[config.mk]
export PLATFORM = sky130hd
export DESIGN_NAME = sub_operand_issue
export DESIGN_NICKNAME = d
export VERILOG_FILES = /design/src/rtl/sub_operand_issue.sv
export SDC_FILE = /design/constraint.sdc
export NUM_CORES = 1
export LEC_CHECK = 0
export ABC_AREA = 1
export BUFFER_PORTS_ARGS = -buffer_cell sky130_fd_sc_hd__buf_2
export CORE_UTILIZATION = 45
export CTS_CLUSTER_DIAMETER = 200
export DETAILED_ROUTE_END_ITERATION = 7
export PLACE_DENSITY = 0.71
export SYNTH_ARGS = -nofsm -noshare
export SYNTH_HDL_FRONTEND = slang
export SYNTH_SLANG_ARGS = --single-unit
[constraint.sdc]
create_clock -name clk -period 7.25 [get_ports clk]
set_clock_uncertainty 0.1 [all_clocks]
set_input_delay 1.45 -clock clk [delete_from_list [all_inputs] [get_ports clk]]
set_output_delay 1.45 -clock clk [all_outputs]
set_load 0.02 [all_outputs]
[src/rtl/sub_operand_issue.sv]
// Operand-issue stage for the external 32-bit subtractor: operand FIFO feeding sub_a/sub_b, registered result slot.
// Optional ALU flags are built only when SUB_FLAGS_EN is defined; otherwise out_flags is tied to zero.
module sub_operand_issue #(
    parameter int WIDTH = 32,
    parameter int DEPTH = 4,
    parameter int TAG_W = 4
) (
    input  logic                   clk,
    input  logic                   rst,
    input  logic                   flush,
    input  logic                   in_valid,
    output logic                   in_ready,
    input  logic [WIDTH-1:0]       in_a,
    input  logic [WIDTH-1:0]       in_b,
    input  logic [TAG_W-1:0]       in_tag,
    output logic [WIDTH-1:0]       sub_a,
    output logic [WIDTH-1:0]       sub_b,
    input  logic [WIDTH-1:0]       sub_c,
    output logic                   out_valid,
    input  logic                   out_ready,
    output logic [WIDTH-1:0]       out_c,
    output logic [TAG_W-1:0]       out_tag,
    output logic [3:0]             out_flags,
    output logic [$clog2(DEPTH):0] fifo_count
);
    localparam int PTR_W = $clog2(DEPTH);
    localparam int CNT_W = PTR_W + 1;

    // Handshakes: a transfer happens on a rising edge where valid && ready are both high;
    // valid never waits on ready, and in_ready depends only on registered state and rst.

    logic [WIDTH-1:0] a_mem_q   [DEPTH];
    logic [WIDTH-1:0] b_mem_q   [DEPTH];
    logic [TAG_W-1:0] tag_mem_q [DEPTH];

    logic [PTR_W-1:0] wr_ptr_q, wr_ptr_d;
    logic [PTR_W-1:0] rd_ptr_q, rd_ptr_d;
    logic [CNT_W-1:0] count_q, count_d;
    logic             out_valid_q, out_valid_d;
    logic [WIDTH-1:0] out_c_q, out_c_d;
    logic [TAG_W-1:0] out_tag_q, out_tag_d;

    logic             not_empty;
    logic             push;
    logic             fire;
    logic [WIDTH-1:0] head_a;
    logic [WIDTH-1:0] head_b;
    logic [TAG_W-1:0] head_tag;

    assign not_empty = (count_q != '0);
    assign in_ready  = !rst && (count_q < CNT_W'(DEPTH));
    assign push      = in_valid && in_ready && !flush;
    assign fire      = not_empty && (!out_valid_q || out_ready);

    assign head_a   = a_mem_q[rd_ptr_q];
    assign head_b   = b_mem_q[rd_ptr_q];
    assign head_tag = tag_mem_q[rd_ptr_q];

    // Stale storage must not leak onto the subtractor once the FIFO drains.
    assign sub_a = not_empty ? head_a : '0;
    assign sub_b = not_empty ? head_b : '0;

    assign out_valid  = out_valid_q;
    assign out_c      = out_c_q;
    assign out_tag    = out_tag_q;
    assign fifo_count = count_q;

    always_comb begin
        wr_ptr_d    = wr_ptr_q;
        rd_ptr_d    = rd_ptr_q;
        count_d     = count_q;
        out_valid_d = out_valid_q;
        out_c_d     = out_c_q;
        out_tag_d   = out_tag_q;
        if (flush) begin
            wr_ptr_d    = '0;
            rd_ptr_d    = '0;
            count_d     = '0;
            out_valid_d = 1'b0;
        end else begin
            if (push) wr_ptr_d = wr_ptr_q + PTR_W'(1);
            if (fire) rd_ptr_d = rd_ptr_q + PTR_W'(1);
            case ({push, fire})
                2'b10:   count_d = count_q + CNT_W'(1);
                2'b01:   count_d = count_q - CNT_W'(1);
                default: count_d = count_q;
            endcase
            if (fire) begin
                out_valid_d = 1'b1;
                out_c_d     = sub_c;
                out_tag_d   = head_tag;
            end else if (out_ready && out_valid_q) begin
                out_valid_d = 1'b0;
            end
        end
    end

    always_ff @(posedge clk) begin
        if (rst) begin
            wr_ptr_q    <= '0;
            rd_ptr_q    <= '0;
            count_q     <= '0;
            out_valid_q <= 1'b0;
            out_c_q     <= '0;
            out_tag_q   <= '0;
        end else begin
            wr_ptr_q    <= wr_ptr_d;
            rd_ptr_q    <= rd_ptr_d;
            count_q     <= count_d;
            out_valid_q <= out_valid_d;
            out_c_q     <= out_c_d;
            out_tag_q   <= out_tag_d;
        end
    end

    // Payload storage needs no reset; occupancy is tracked by count_q alone.
    always_ff @(posedge clk) begin
        if (push) begin
            a_mem_q[wr_ptr_q]   <= in_a;
            b_mem_q[wr_ptr_q]   <= in_b;
            tag_mem_q[wr_ptr_q] <= in_tag;
        end
    end

`ifdef SUB_FLAGS_EN
    logic [3:0] flags_q, flags_d;
    logic       flag_zero, flag_neg, flag_borrow, flag_ovf;

    assign flag_zero   = (sub_c == '0);
    assign flag_neg    = sub_c[WIDTH-1];
    assign flag_borrow = (head_a < head_b);
    assign flag_ovf    = (head_a[WIDTH-1] != head_b[WIDTH-1]) && (sub_c[WIDTH-1] != head_a[WIDTH-1]);

    always_comb begin
        flags_d = flags_q;
        if (!flush && fire) flags_d = {flag_ovf, flag_borrow, flag_neg, flag_zero};
    end

    always_ff @(posedge clk) begin
        if (rst) flags_q <= 4'b0;
        else     flags_q <= flags_d;
    end

    assign out_flags = flags_q;
`else
    assign out_flags = 4'b0;
`endif

endmodule

# Yosys cells after proc, flatten, opt, wreduce, memory -nomap -nowiden
# Memory sizes are Yosys's and may differ from the RTL's. A register that Yosys moved wholly into a read port is not among the register bits.
# Index checks and enable logic that the tools add are counted.
word_totals:
  register_bits: 40
  ramBits: 272
  inputBits: 105
  output_inout_bits: 109
  wordCells: 41
  n_memories: 3
mem_list:
  columns: ["name", "words", "word_bits", "read_ports", "rd_clocked_by_memory_dff", "write_ports", "line", "text"]
  rows:
  - ["a_mem_q", 4, 32, 1, 1, 1, "32", "logic [WIDTH-1:0] a_mem_q [DEPTH];"]
  - ["b_mem_q", 4, 32, 1, 1, 1, "33", "logic [WIDTH-1:0] b_mem_q [DEPTH];"]
  - ["tag_mem_q", 4, 4, 1, 1, 1, "34", "logic [TAG_W-1:0] tag_mem_q [DEPTH];"]
classes:
  n_addsub: 4
  magnitude_cmp: 1
  n_eq_ne: 2
  n_mux: 11
  n_bitwise: 1
  reduce_logical: 14
op_table:
  columns: ["op", "count"]
  rows:
  - ["two-way mux 32 bit", 2]
  - ["two-way mux 2 bit", 4]
  - ["case mux 3 bit (2 select lines)", 1]
  - ["logical AND 1 bit", 5]
  - ["adder 2 x 1 -> 2 bit, second input constant", 2]
  - ["two-way mux 1 bit", 4]
  - ["nonzero test 2 bit", 2]
  - ["adder 3 x 1 -> 3 bit, second input constant", 1]
  - ["zero test 1 bit", 3]
  - ["less-than comparator 3 bit, second input constant", 1]
  - ["nonzero test 3 bit", 1]
  - ["subtractor 3 x 1 -> 3 bit, second input constant", 1]
  - ["equality test 2 x 1 -> 1 bit, second input constant", 1]
  - ["equality test 2 bit, second input constant", 1]
  - ["AND reduction 2 bit", 1]
  - ["OR reduction 2 bit", 1]
  - ["logical OR 1 bit", 1]
  - ["NOT 1 bit", 1]

# Logic depth before layout (Yosys ltp)
# Gate-level depths: netlist of run 1.
depth:
  word_depth: 6
  depth_mapped: 13
  depth_no_buf: 13

# Worst setup path before layout of run 1
# No wires, ideal clock.
synth_path:
  path_type: "input-to-reg"
  from: "input port rst"
  to: "memory a_mem_q[0][0], enable pin"
  setup_time_ns: 0.494
  t_arrival_ns: 4.723
  required_time_ns: 6.656
  setup_slack_ns: 1.933
  stages: 5
  n_path_buf: 0
  path_cell_list: "inv_2 > nand2_1 > nor2_1 > inv_1 > nor2_1"
synth_between:
  elab_chain_cells: 6
synth_rtl:
  columns: ["element", "line", "text"]
  rows:
  - ["from (decl)", "9", "input logic rst,"]
  - ["zero test 1 bit", "51", "assign in_ready = !rst && (count_q < CNT_W'(DEPTH));"]
  - ["logical AND 1 bit", "51", null]
  - ["logical AND 1 bit (2 in a row)", "52", "assign push = in_valid && in_ready && !flush;"]
  - ["two-way mux 1 bit", "118", "if (push) begin"]
  - ["two-way mux 1 bit (not written as such)", "119", "a_mem_q[wr_ptr_q] <= in_a;"]
  - ["to (decl)", "32", null]
# No other way between the ends.

==> results_dict.tcl, run 1 <==
set metrics [dict create \
    synth_xor_area_share_pct 0 \
    synth-simple-area-share_pct 13.85 \
    peakVddDrop_v 0.0001629 \
    rsz0062_at_grt "no" \
    cts_buffers 34 \
    die_h_um 169.3 \
    layout_setup_ws_ns 2.362 \
    hold_buffers 0 \
    cts_setup_buffers 0 \
    synth_ff_type "edfxtp_1" \
    finalCritPeriodShare_pct 67.42 \
    synth_seq_cells 318 \
    final.setup.tns_ns 0 \
    layout_min_cycle_time_ns 4.888 \
    finalSetupViolCount 0 \
    ys_warn_count 0 \
    synth_cell_types 20 \
    root_buffer "clkbuf_16" \
    post-route-util_pct 54.78 \
    clock_latency_ns 0.50 \
    leakage_nw 5.996 \
    power_mw 4.016 \
    grt-ovfl-total 0 \
    dieArea_sq_um 28670 \
    wl_per_cell_um 15.79 \
    grt_pass1_wl_mm 42.41 \
    antenna_found_initial 5 \
    synth_cells 1126 \
    drive_above_1_share_pct 20.30 \
    grt_pass1_vias 8063 \
    finalMaxSlewViolations 0 \
    num_rows 60 \
    synth_compound_area_share_pct 8.023 \
    dr.pass1.iters 6 \
    hold_class "flip-flop to flip-flop" \
    detail-route-antenna-nets 0 \
    seq_area_frac_synth_pct 72.13 \
    finalHoldViolations 0 \
    fmax_ghz 0.2046 \
    hp-start "out_c[17]" \
    fp.dieW_um 169.3 \
    power.density_nw_per_um2 269.8 \
    synth_top_family_by_area "simple AND/OR/NAND/NOR gates" \
    clockBufferDepth 3 \
    max_slew_margin_pct 20.47 \
    syn_avg_cell_area_sq_um 11.19 \
    crit_path_max_fanout 76 \
    reg2reg_from "fifo_count[2]" \
    ff2ff_path_depth 6 \
    htreeDepth 2 \
    critPathKind "flip-flop to output port" \
    syn_area_sq_um 12600 \
    synth_top_area_share_pct 64.82 \
    vias 8387 \
    async_flop_share_pct 0 \
    cts_sinks 318 \
    routed_via_density 4.876 \
    grt_max_degree 77 \
    coreArea_sq_um 27180 \
    port-buffer-count 209 \
    max_cap_violations 0 \
    end_kind "output port" \
    clk_pin_slew_ns 0.06 \
    drt-total-wl_mm 27.16 \
    yosys-top-cells-area "edfxtp_1 (65%), nor2_1 (10%), dfxtp_1 (7.3%)" \
    drt_iter0_drc 768 \
    dp_cells 1656 \
    syn_to_final_growth_pct 18.15 \
    place_ws_ns 2.519 \
    routabilityCongestion 0.7720 \
    io_pins 214 \
    startpoint_type "flip-flop" \
    fin_cells 1720 \
    min_delay_path_depth 4 \
    synth_edf_count 272 \
    cts_tree "done" \
    n_fill_cell 2348 \
    ctsResizeCount 0 \
    tightest_slew_ns 1.190 \
    ys_top_cells_by_count "nor2_1 (337), edfxtp_1 (272), nand2_1 (109)" \
    whs_ns 0.4094 \
    start_util_pct 46.37 \
    grt_use_total_pct 19.04 \
    synth_mux_area_share_pct 0 \
    dp_hpwl_mm 16.03 \
    placed_area_sq_um 13850 \
    status "finished clean" \
    final_area_sq_um 14890 \
    yosys.area.top_type "edfxtp_1" \
    cp.required_ns 5.70 \
    synth_adder_area_share_pct 0.6553 \
    final_nets 1431 \
    yosysMostFrequentCell "nor2_1" \
    arrival_ns 3.34 \
    post-route-drc-count 0 \
]
## cell usage in the layout (no fill, tap or decap), types with 10 or more instances in the layout
master / n
clkbuf_1: 12
o21ai_0: 107
nor2_1: 333
buf_2: 209
clkbuf_16: 35
nand3_1: 11
buf_4: 10
inv_1: 72
edfxtp_1: 272
nand2_1: 109
dfxtp_1: 44
a21oi_1: 71
o21ai_1: 24
## registers in the layout, summed over array words and instances (netlist names), named ones only
register    count
tag_mem_q      16
out_c          32
b_mem_q       128
rd_ptr_q        2
out_tag         4
fifo_count      3
wr_ptr_q        2
out_valid       1
a_mem_q       128
## metal layers
layer	wire, um	global-route usage [%]	share of wire, %
met1	11450	23.65	42
met2	13580	33.24	50
met3	1473	3.778	5.4
met4	625	6.385	2.3
met5	22	0	0.081
## power by group
part           internal [mW]  switching, mW
Sequential              2.02         0.0210
Clock                  0.931          0.664
Combinational          0.112          0.265
## worst max-delay path, stage by stage (launching register included)
cell and delay (ns):
dfxtp_4 0.73, clkinv_2 0.89, buf_4 0.59, o21ai_0 0.27, a21oi_1 0.12, buf_2 0.21
## path summary, 6_finish.rpt
path | end | slack (ns)
worst min register to register | out_c[17] | 0.41
worst min-delay path | out_c[17] | 0.41
worst max-delay path | sub_a[22] | 2.36
worst max register to register | a_mem_q[1][24] | 4.27
## final cells by class
| type | count | area, sq um | share of cell area (%) |
|---|---|---|---|
| multi-input combinational | 671 | 2884 | 19.37 |
| sequential | 318 | 9094 | 61.08 |
| antenna | 3 | 7.507 | 0.05042 |
| clock inverter | 14 | 108.9 | 0.7312 |
| tap | 372 | 465.4 | 3.126 |
| inverter | 76 | 286.5 | 1.925 |
| clock buffer | 47 | 920.9 | 6.185 |
| timing repair buffer | 219 | 1121 | 7.530 |
## cell families after synthesis
logic type / count (synthesis)
buf+inv: 140
other cells: 1
compound gates: 202
simple gates: 459
fa+ha+maj: 6
flops: 318
Power figures use the tool's default switching activity.
==> inputs of run 2 (changes only) <==
==> constraint.sdc (replaced) <==
create_clock -name clk -period 5 [get_ports clk]
set_clock_uncertainty 0.1 [all_clocks]
set_input_delay 1 -clock clk [delete_from_list [all_inputs] [get_ports clk]]
set_output_delay 1 -clock clk [all_outputs]
set_load 0.02 [all_outputs]
==> run 2 against run 1 <==
Effect of this change:
- routed wire length grew 2.1%
- global-route usage grew 0.28 points
- flip-flop and latch count is the same
- clock-buffer cell count shrank 5
- sequential power grew 46%
- critical path type unchanged
- largest power group unchanged
==> results_dict.tcl, run 2 (synthesized netlist as in run 1, its figures left out) <==
set metrics [dict create \
    post-route-drc-count 0 \
    grt-ovfl-total 0 \
    finalCritPeriodShare_pct 79.90 \
    clockBufferDepth 3 \
    critPathKind "flip-flop to output port" \
    drive_above_1_share_pct 21.16 \
    grt_max_degree 84 \
    mostFrequentLayoutCell "nor2_1" \
    coreArea_sq_um 27180 \
    grt_use_total_pct 19.32 \
    grt_pass1_vias 8273 \
    cts_sinks 318 \
    fp.dieW_um 169.3 \
    dieArea_sq_um 28670 \
    drt-total-wl_mm 27.74 \
    power_mw 6.164 \
    peakVddDrop_v 0.0002449 \
    dr_wl_met3_mm 1.480 \
    cp_common_cell "nor2_1" \
    max_slew_margin_pct 25.02 \
    layout_min_cycle_time_ns 3.995 \
    cp_slowest_stage_delay_ns 0.94 \
    finalHoldViolations 0 \
    placed_area_sq_um 13900 \
    cts_tree "done" \
    htreeDepth 2 \
    rsz0062_at_grt "no" \
    final_area_sq_um 15100 \
    grt_pass1_wl_mm 43.04 \
    fmax_ghz 0.2503 \
    num_rows 60 \
    io_pins 214 \
    cp.buffers_inverters 2 \
    crit_slowest_cell "dfxtp_4" \
    cp.required_ns 3.90 \
    leakage_nw 6.093 \
    max_cap_violations 0 \
    hold_buffers 0 \
    dp_hpwl_mm 16.26 \
    wl_met2_mm 14.02 \
    die_h_um 169.3 \
    cts_buffers 34 \
    tightest_slew_ns 1.123 \
    crit_path_max_fanout 83 \
    crit_chain "buf_4, nor2_1, nor2_1, o21ai_0, a21oi_1, buf_2" \
    root_buffer "clkbuf_16" \
    final_cell_mix "nor2_1 (333), edfxtp_1 (272), buf_2 (209)" \
    place_ws_ns 1.361 \
    hold_class "flip-flop to flip-flop" \
    antenna_found_initial 4 \
    routed_via_density 4.955 \
    syn_to_final_growth_pct 19.80 \
    ctsResizeCount 0 \
    clock_latency_ns 0.51 \
    final_nets 1433 \
    final.setup.tns_ns 0 \
    finalMaxSlewViolations 0 \
    arrival_ns 2.89 \
    clk_pin_slew_ns 0.06 \
    cts_setup_buffers 0 \
    status "finished clean" \
    detail-route-antenna-nets 0 \
    whs_ns 0.4075 \
    power.density_nw_per_um2 408.4 \
    port-buffer-count 209 \
    end_kind "output port" \
    post-route-util_pct 55.55 \
    drt_iter0_drc 726 \
    layout_setup_ws_ns 1.005 \
    dp_cells 1658 \
    dr.pass1.iters 5 \
    vias 8527 \
    finalSetupViolCount 0 \
    crit_family "flip-flops" \
    startpoint_type "flip-flop" \
    wl_met1_mm 11.58 \
    start_util_pct 46.37 \
    highest_layer "met5" \
    wl_per_cell_um 16.12 \
    fin_cells 1721 \
    routabilityCongestion 0.7651 \
]
run 2: cell types whose count changed in the layout (fill, tap and decap cells not counted), sizes merged:
cell	change
bufinv	+6
clkbuf	-5
buf	+2
clkinv	-1
diode	-1
run 2: power by group:
part | total (mW) | internal (mW) | switching [mW] | leakage (nW)
Clock | 2.65 | 1.64 | 1.01 | 0.577
Combinational | 0.548 | 0.165 | 0.383 | 2.68
Sequential | 2.97 | 2.93 | 0.0349 | 2.83
run 2: worst reg2reg max path, cell delays in order, from the launching register on:
cell,delay (ns)
dfxtp_1,0.33
inv_1,0.13
nand2_1,0.12
nor2_1,0.16
inv_1,0.21
nor2_4,0.49
buf_4,0.47
run 2: final cells by class:
| cell class | instances | area, sq um |
|---|---|---|
| Clock buffer | 42 | 890.9 |
| Clock inverter | 19 | 296.5 |
| Timing Repair Buffer | 221 | 1174 |
| Antenna cell | 2 | 5.005 |
| Tap cell | 372 | 465.4 |
| Multi-Input combinational cell | 671 | 2884 |
| Inverter | 76 | 286.5 |
| Sequential cell | 318 | 9094 |
| Fill cell | 2286 | 12080 |
run 2: final timing paths:
| path | slack (ns) | depth (start not counted) | to | start |
|---|---|---|---|---|
| worst max-delay path | 1.01 | 6 | sub_a[26] | flip-flop |
| worst min-delay path | 0.41 | 4 | out_tag[3] | out_tag[3] |
| worst max register to register | 2.61 | 6 | b_mem_q[1][24] | fifo_count[2] |
| worst min register to register | 0.41 | 4 | out_tag[3] | out_tag[3] |
run 2: per-layer routing:
metal | track usage [%] | vias to the layer above
li1 | - | 4167
met1 | 23.94 | 4073
met2 | 34.37 | 231
met3 | 3.218 | 52
met4 | 6.267 | 4
met5 | 0 | -
==> inputs of run 3 (changes only) <==
==> constraint.sdc (replaced) <==
create_clock -name clk -period 3.79 [get_ports clk]
set_clock_uncertainty 0.1 [all_clocks]
set_input_delay 0.758 -clock clk [delete_from_list [all_inputs] [get_ports clk]]
set_output_delay 0.758 -clock clk [all_outputs]
set_load 0.02 [all_outputs]
==> run 3 against run 2 <==
Effect of this change:
- flip-flop and latch count unchanged
- die area unchanged
- routed wire length decreased by 2.8%
- global-route usage decreased by 0.64 points
- clock power increased by 16%
- core utilization decreased by 0.17 points
- register-to-register slack got worse by 1.1 ns
- worst setup slack got worse by 0.31 ns
- combinational power increased by 35%
- non-clock buffer count increased by 4
- first-iteration DRC count decreased by 17%
- worst hold slack got worse by 0.051 ns
- critical path type unchanged
- critical endpoint is now sub_b[22]
- largest power group unchanged
==> results_dict.tcl, run 3 (synthesized netlist as in run 1, its figures left out) <==
set metrics [dict create \
    dr.pass1.iters 4 \
    layout_min_cycle_time_ns 3.092 \
    htreeDepth 2 \
    drt-total-wl_mm 26.96 \
    drive_above_1_share_pct 20.93 \
    hold_buffers 0 \
    cts_sinks 318 \
    end_kind "output port" \
    grt_util_met2_pct 31.49 \
    vias 8368 \
    max_cap_violations 0 \
    wl_per_cell_um 15.57 \
    finalSetupViolCount 0 \
    fmax_ghz 0.3235 \
    final.setup.tns_ns 0 \
    peakVddDrop_v 0.0002773 \
    routed_via_density 4.834 \
    dp_hpwl_mm 15.57 \
    reg2reg_setup_slack_ns 1.55 \
    grt_busiest_layer "met2" \
    start_util_pct 46.37 \
    mostFrequentLayoutCell "nor2_1" \
    leakage_nw 6.063 \
    ctsResizeCount 0 \
    grt-ovfl-total 0 \
    final_nets 1438 \
    syn_to_final_growth_pct 19.43 \
    hold_class "input port to flip-flop" \
    grt_max_degree 129 \
    clock_latency_ns 0.50 \
    crit_path_max_fanout 41 \
    coreArea_sq_um 27180 \
    tightest_slew_ns 0.8641 \
    met3_usage_pct 3.988 \
    cp.required_ns 2.93 \
    antenna_found_initial 7 \
    detail-route-antenna-nets 0 \
    n_fill_cell 2298 \
    cts_buffers 35 \
    clk_pin_slew_ns 0.06 \
    arrival_ns 2.23 \
    grt_pass1_wl_mm 41.78 \
    grt_use_total_pct 18.68 \
    die_h_um 169.3 \
    post-route-util_pct 55.38 \
    power.density_nw_per_um2 512.6 \
    root_buffer "clkbuf_16" \
    routabilityCongestion 0.7306 \
    fp.dieW_um 169.3 \
    cts_tree "done" \
    finalHoldViolations 0 \
    clockBufferDepth 3 \
    grt_pass1_vias 8084 \
    post-route-drc-count 0 \
    rsz0062_at_grt "no" \
    max_slew_margin_pct 42.39 \
    port-buffer-count 209 \
    drt_iter0_drc 605 \
    final_cell_mix "nor2_1 (333), edfxtp_1 (272), buf_2 (209)" \
    finalMaxSlewViolations 0 \
    dieArea_sq_um 28670 \
    io_pins 214 \
    critPathKind "flip-flop to output port" \
    startpoint_type "flip-flop" \
    num_rows 60 \
    finalCritPeriodShare_pct 81.57 \
    status "finished clean" \
    cts_setup_buffers 0 \
    met1_usage_pct 23.09 \
]
## run 3: worst max-delay path, stage by stage, from the launching register on
cell and delay [ns]:
dfxtp_4 0.36, clkinv_2 0.43, buf_4 0.42, o21ai_0 0.22, a21oi_1 0.09, buf_2 0.19
## run 3: final timing paths
path / from / cells past startpoint / to
setup / recovery: flip-flop / 5 / sub_b[22]
hold reg to reg: out_c[29] / 4 / out_c[29]
hold / removal: in_b[11] / 1 / b_mem_q[1][11]
setup reg to reg: fifo_count[2] / 6 / b_mem_q[2][31]
## run 3: power breakdown
group / switching (mW) / internal [mW] / leakage (nW)
clock: 1.30 / 1.78 / 0.509
combinational: 0.514 / 0.224 / 2.72
sequential: 0.0287 / 3.87 / 2.83
## run 3: cell type report
class	count	area [sq um]	area share, %
Antenna cell	7	17.52	0.1164
Clock buffer	43	948.4	6.302
Clock inverter	19	100.1	0.6651
Inverter	76	286.5	1.904
Multi-Input combinational cell	671	2884	19.16
Sequential cell	318	9094	60.43
Tap cell	372	465.4	3.093
Timing Repair Buffer	225	1254	8.331
## run 3: metrics by stage
stage | hold slack (ns) | std cells | setup slack (ns) | cell area [sq um] | total power, mW
after floorplan | 0.3735 | 1129 | -0.8355 | 12610 | 4.448
after global placement | 0.3951 | 1662 | 1.040 | 13980 | 4.701
after detailed placement | 0.3966 | 1662 | 1.006 | 13980 | 4.717
after CTS | 0.3342 | 1724 | 0.6394 | 15030 | 7.789
after global routing | 0.3379 | 1728 | 0.4788 | 15040 | 7.995
final | 0.3560 | 1731 | 0.6985 | 15050 | 7.714
## run 3: per-layer routing
layer,share of wire [%],vias to the layer above
li1,-,4176
met1,42,3907
met2,49,221
met3,5.4,62
met4,3.2,2
met5,0.030,-
